<file path="src/rtl/gate_lab_pkg.sv">
// Shared definitions for the NAND gate lab: default sweep dimensions and the
// stimulus sequencer state encoding.
package gate_lab_pkg;

   localparam int GL_WIDTH = 4;
   localparam int GL_DIV   = 50;

   typedef enum logic [1:0] {
      ST_IDLE = 2'd0,
      ST_RUN  = 2'd1,
      ST_DONE = 2'd2
   } state_e;

endpackage

</file>
<file path="src/rtl/gate_stim_gen_tick_div.sv">
// DIV-cycle prescaler: counts 0..DIV-1 while enabled and emits a one-clock
// tick on the last count; clear forces the count back to zero.
module tick_div #(
   parameter int DIV   = 4,
   parameter int DIV_W = $clog2(DIV) + 1
) (
   input  logic clk_i,
   input  logic rst_i,
   input  logic clr_i,
   input  logic en_i,
   output logic tick_o
);

   localparam logic [DIV_W-1:0] LAST = DIV_W'(DIV - 1);

   logic [DIV_W-1:0] cnt_q;
   logic [DIV_W-1:0] cnt_d;

   assign tick_o = en_i && !clr_i && (cnt_q == LAST);

   always_comb begin
      cnt_d = cnt_q;
      if (clr_i) begin
         cnt_d = '0;
      end else if (en_i) begin
         cnt_d = (cnt_q == LAST) ? '0 : cnt_q + 1'b1;
      end
   end

   always_ff @(posedge clk_i or posedge rst_i) begin
      if (rst_i) begin
         cnt_q <= '0;
      end else begin
         cnt_q <= cnt_d;
      end
   end

endmodule

</file>
<file path="src/rtl/gate_stim_gen.sv">
// Stimulus sequencer for the 4-input NAND lab: sweeps every WIDTH-bit pattern
// (binary or Gray order), each held DIV clocks, one-shot or looping.
module gate_stim_gen
   import gate_lab_pkg::*;
#(
   parameter int WIDTH = GL_WIDTH,
   parameter int DIV   = GL_DIV,
   parameter int DIV_W = $clog2(DIV) + 1
) (
   input  logic             clk,
   input  logic             rst,
   input  logic             start,
   input  logic             stop,
   input  logic             loop,
   input  logic             gray_en,
   output logic [WIDTH-1:0] pattern,
   output logic [WIDTH-1:0] step_idx,
   output logic             pat_valid,
   output logic             busy,
   output logic             done
);

   localparam logic [WIDTH-1:0] STEP_MAX = '1;

   function automatic logic [WIDTH-1:0] map_pat(input logic [WIDTH-1:0] idx,
                                                input logic             gray);
      return gray ? (idx ^ (idx >> 1)) : idx;
   endfunction

   state_e           state_q, state_d;
   logic [WIDTH-1:0] step_q, step_d;
   logic [WIDTH-1:0] pat_q, pat_d;
   logic [WIDTH-1:0] step_nx;
   logic             valid_q, valid_d;
   logic             busy_q, busy_d;
   logic             done_q, done_d;
   logic             loop_q, loop_d;
   logic             gray_q, gray_d;
   logic             tick;

   // Prescaler only runs in RUN; any other state parks it at zero so a fresh
   // sweep always gives the first pattern a full DIV clocks.
   tick_div #(
      .DIV   (DIV),
      .DIV_W (DIV_W)
   ) u_tick_div (
      .clk_i  (clk),
      .rst_i  (rst),
      .clr_i  (state_q != ST_RUN),
      .en_i   (state_q == ST_RUN),
      .tick_o (tick)
   );

   assign step_nx = step_q + 1'b1;

   always_comb begin
      state_d = state_q;
      step_d  = step_q;
      pat_d   = pat_q;
      valid_d = 1'b0;
      busy_d  = busy_q;
      done_d  = 1'b0;
      loop_d  = loop_q;
      gray_d  = gray_q;
      case (state_q)
         ST_IDLE: begin
            if (start && !stop) begin
               state_d = ST_RUN;
               step_d  = '0;
               pat_d   = map_pat('0, gray_en);
               valid_d = 1'b1;
               busy_d  = 1'b1;
               loop_d  = loop;
               gray_d  = gray_en;
            end
         end
         ST_RUN: begin
            if (stop) begin
               state_d = ST_IDLE;
               busy_d  = 1'b0;
            end else if (tick) begin
               if ((step_q == STEP_MAX) && !loop_q) begin
                  state_d = ST_DONE;
                  busy_d  = 1'b0;
                  done_d  = 1'b1;
               end else begin
                  // Index wraps modulo 2^WIDTH when looping.
                  step_d  = step_nx;
                  pat_d   = map_pat(step_nx, gray_q);
                  valid_d = 1'b1;
               end
            end
         end
         ST_DONE: begin
            state_d = ST_IDLE;
         end
         default: begin
            state_d = ST_IDLE;
            busy_d  = 1'b0;
         end
      endcase
   end

   always_ff @(posedge clk or posedge rst) begin
      if (rst) begin
         state_q <= ST_IDLE;
         step_q  <= '0;
         pat_q   <= '0;
         valid_q <= 1'b0;
         busy_q  <= 1'b0;
         done_q  <= 1'b0;
         loop_q  <= 1'b0;
         gray_q  <= 1'b0;
      end else begin
         state_q <= state_d;
         step_q  <= step_d;
         pat_q   <= pat_d;
         valid_q <= valid_d;
         busy_q  <= busy_d;
         done_q  <= done_d;
         loop_q  <= loop_d;
         gray_q  <= gray_d;
      end
   end

   assign pattern   = pat_q;
   assign step_idx  = step_q;
   assign pat_valid = valid_q;
   assign busy      = busy_q;
   assign done      = done_q;

endmodule

</file>
<file path="config.mk">
export PLATFORM = sky130hd
export DESIGN_NAME = gate_stim_gen
export DESIGN_NICKNAME = d
export VERILOG_FILES = /design/src/rtl/gate_lab_pkg.sv /design/src/rtl/gate_stim_gen_tick_div.sv /design/src/rtl/gate_stim_gen.sv
export SDC_FILE = /design/constraint.sdc
export NUM_CORES = 1
export LEC_CHECK = 0
export CAP_MARGIN = 20
export CELL_PAD_IN_SITES_DETAIL_PLACEMENT = 0
export CELL_PAD_IN_SITES_GLOBAL_PLACEMENT = 2
export CORE_MARGIN = 2
export CORE_UTILIZATION = 34
export CTS_CLUSTER_DIAMETER = 40
export DETAILED_ROUTE_END_ITERATION = 6
export GPL_TIMING_DRIVEN = 0
export PLACE_DENSITY_LB_ADDON = 0.1
export SYNTH_ARGS = -nofsm -noshare
export SYNTH_HDL_FRONTEND = slang
export SYNTH_SLANG_ARGS = --single-unit
</file>
<file path="constraint.sdc">
create_clock -name clk -period 2 [get_ports clk]
set_clock_uncertainty 0.15 [all_clocks]
set_input_delay 0.5 -clock clk [delete_from_list [all_inputs] [get_ports clk]]
set_output_delay 0.5 -clock clk [all_outputs]
set_load 0.005 [all_outputs]
</file>
==> flow_summary.json <==
{
  "power-per-cell-area_mw_per_mm2": 549.1,
  "vias": 756,
  "cts_tree": "done",
  "synth-seq-area-share_pct": 50.36,
  "fp-row-count": 20,
  "unrepaired_setup_endpoints_after_global_routing": "false",
  "route.detailed.vias_per_inst": 5.040,
  "synth.cell_area_mm2": 0.001044,
  "initialDrtViolationCount": 27,
  "max_cap_viol_count": 0,
  "grt_pass1_vias": 758,
  "criticalPathCategory": "reg -> out",
  "path_delay_family": "buffers and inverters",
  "max_freq_mhz": 514.6,
  "layout.cells.non_filler": 150,
  "dieWidth_um": 59.40,
  "cts_num_sinks": 21,
  "power.ir.vdd_worst_v": 0.0002778,
  "run_status": "complete, no violations",
  "grtUsageTotal_pct": 13.24,
  "dominantRegCellSynth": "sky130_fd_sc_hd__dfrtp_1",
  "timing.critical_path.from_type": "register",
  "cts_root_buf": "sky130_fd_sc_hd__clkbuf_4",
  "grt_max_degree": 22,
  "report.final.slew_viol_count": 0,
  "synthesis.nets": 100,
  "leakage_nw": 0.5964,
  "initial_utilization_pct": 35.04,
  "critical_path_buf_inv_count": 1,
  "routabilityCongestion": 0.7215,
  "grt-ovfl-total": 0,
  "portBuffers": 16,
  "placed_cell_area_mm2": 0.001245,
  "ctsLongestPathBuffers": 2,
  "cp-end-kind": "output port",
  "cts_inserted_buffers": 3,
  "timing.critical_path.required_ns": 1.35,
  "final_setup_violation_count": 0,
  "clk_pin_slew_ns": 0.12,
  "wl_per_cell_um": 13.09,
  "clock_insertion_delay_worst_skew_ns": 0.30,
  "diodes": 0,
  "layout-drive-gt1-share_pct": 22.22,
  "routed_wl_um": 1963,
  "synth.avg_cell_area_um2": 11.47,
  "detail-route-antenna-nets": 0,
  "worstHoldPathType": "reg -> reg",
  "floorplan.die_area_mm2": 0.003528,
  "post-route-cell-area_mm2": 0.001336,
  "crit_path_cell_trace": "clkdlybuf4s50_1",
  "finalHoldWorstSlack_ns": 0.3514,
  "die_h_um": 59.40,
  "tot_pwr_uw": 733.7,
  "depth_of_the_cts_h_tree": 1,
  "utilization_pct": 44.87,
  "synth_top_area_cell": "sky130_fd_sc_hd__dfrtp_1",
  "synth-async-reset-ratio_pct": 100.0,
  "synth_cell_type_count": 30,
  "finalSetupTns_ns": 0,
  "critical_path.slowest_cell": "sky130_fd_sc_hd__clkdlybuf4s50_1",
  "dpl.hpwl_um": 1403,
  "drcViolationCount": 0,
  "yosys-top-cells-area": "sky130_fd_sc_hd__dfrtp_1 50%, sky130_fd_sc_hd__nor2_1 4.0%, sky130_fd_sc_hd__nand3_1 3.8%, sky130_fd_sc_hd__ha_1 3.6%, sky130_fd_sc_hd__xnor2_1 3.4%",
  "drt_pre_antenna_iters": 4,
  "io_pins": 17,
  "worst_ep_arrival_time_ns": 1.29,
  "post_synth_inst_count": 91,
  "synth_top_area_share_pct": 50.36,
  "timing.max_slew.rel_slack_pct": 46.49,
  "netlist_top_cells_count": "21 x sky130_fd_sc_hd__dfrtp_1, 11 x sky130_fd_sc_hd__nor2_1, 8 x sky130_fd_sc_hd__nand3_1",
  "yosysWarningCount": 0,
  "syn_to_final_growth_pct": 28.06,
  "yosys.cell_count.top_type": "sky130_fd_sc_hd__dfrtp_1",
  "edff_count_synth": 0,
  "critical_path_peak_fanout": 7,
  "timing_worst_slew_pin_value_ns": 0.8018,
  "core_area_mm2": 0.002978,
  "grt_first_pass_wirelength_um": 3484,
  "synth_seq_cells": 21,
  "finish.net_count": 127,
  "area_of_combinational_cells_with_multiple_inputs_um2": 498.0,
  "finalWorstSetupSlack_ns": 0.05688,
  "nFillCells": 291,
  "final_period_minus_worst_setup_slack_ns": 1.943,
  "timing.final.crit_share_pct": 97.16,
  "cpPeakStageDelay_ns": 0.54,
  "final_hold_violation_count": 0,
  "post-place-ws_ns": -0.3656,
  "placed_cells_incl_taps": 140,
  "combined_flip_flop_and_latch_cell_area_um2": 529.3,
  "antenna_found_initial": 0
}
[worst paths after layout]
path                                startpoint             endpoint  slack [ns]  depth (start not counted)
setup / recovery                   step_idx[1]          step_idx[1]        0.06                          1
hold / removal             u_tick_div.cnt_q[0]  u_tick_div.cnt_q[0]        0.35                          1
setup reg to reg                   step_idx[0]           pattern[1]        0.15                          6
hold reg to reg            u_tick_div.cnt_q[0]  u_tick_div.cnt_q[0]        0.35                          1
max in group asynchronous                  rst          step_idx[2]        0.66                          2
min in group asynchronous                  rst            pat_valid        0.49                          2
[per-layer routing]
layer	GRT usage (%)	share of wire [%]
met3	1.965	3.1
met1	17.90	48
met4	6.818	1.5
met5	0	0
met2	20.41	48
[logic make-up (layout without fill, tap and decap cells)]
group	after synthesis	count (layout)	synth area share, %
XOR/XNOR	8	8	6.714
AND/OR/NAND/NOR	36	36	22.30
AO/OA/AOI/OAI	14	14	10.55
flip-flops	21	21	50.36
multiplexers	3	3	3.237
adder cells (fa/ha/maj)	3	3	3.598
buffers and inverters	6	32	3.237
[worst reg2reg max path: cells and delay by family, from the launching register on]
| family | cells | cell delay (ns) |
|---|---|---|
| simple gates | 3 | 0.49 |
| flops | 1 | 0.47 |
| fa+ha+maj | 1 | 0.27 |
| compound gates | 1 | 0.26 |
| buf+inv | 1 | 0.13 |
[placed cells by master (no fill, tap or decap), drive strengths merged]
cell,instances
dlymetal6s2s,1
dfrtp,21
a21o,1
a21oi,3
o21ai,2
a311oi,1
nor3b,1
nand4b,2
o2bb2ai,3
buf,8
nor4b,1
a21bo,1
nand2,3
nor2,11
a2111oi,1
xor2,4
nand3b,2
clkbuf,4
o41ai,1
nand3,8
and2,4
and3,1
xnor2,4
ha,3
o22ai,1
nand2b,2
inv,4
mux2,3
and4b,1
clkdlybuf4s50,15
[final cells by class]
class                   instances  share of cell area, %
plain buffers                   2                  1.404
clock buffers                   4                  1.966
inverters                       4                  1.124
multi-input cells              64                  37.27
flip-flops and latches         21                  39.61
well taps                      33                  3.090
repair buffers                 22                  15.54
[what timing repair did]
action | 4_1_cts | 5_1_grt
setup endpoints to repair | 3 | 5
resized for setup | 4 | 3
pin swaps | 1 | 2
hold buffers | 0 | 0
buffers inserted | 3 | 3
[report_power, final]
group | switching [mW] | internal, mW | total, mW
Combinational | 0.0338 | 0.0417 | 0.0755
Clock | 0.124 | 0.0777 | 0.202
Sequential | 0.0157 | 0.441 | 0.456
[sequential cells by signal (all words and copies together) (netlist names)]
| register | count |
|---|---|
| gray_q | 1 |
| step_idx | 4 |
| loop_q | 1 |
| done | 1 |
| busy | 1 |
| u_tick_div.cnt_q | 7 |
| pat_valid | 1 |
| state_q | 2 |
| pattern | 3 |
Note: power is estimated with default switching activity, not from simulation.
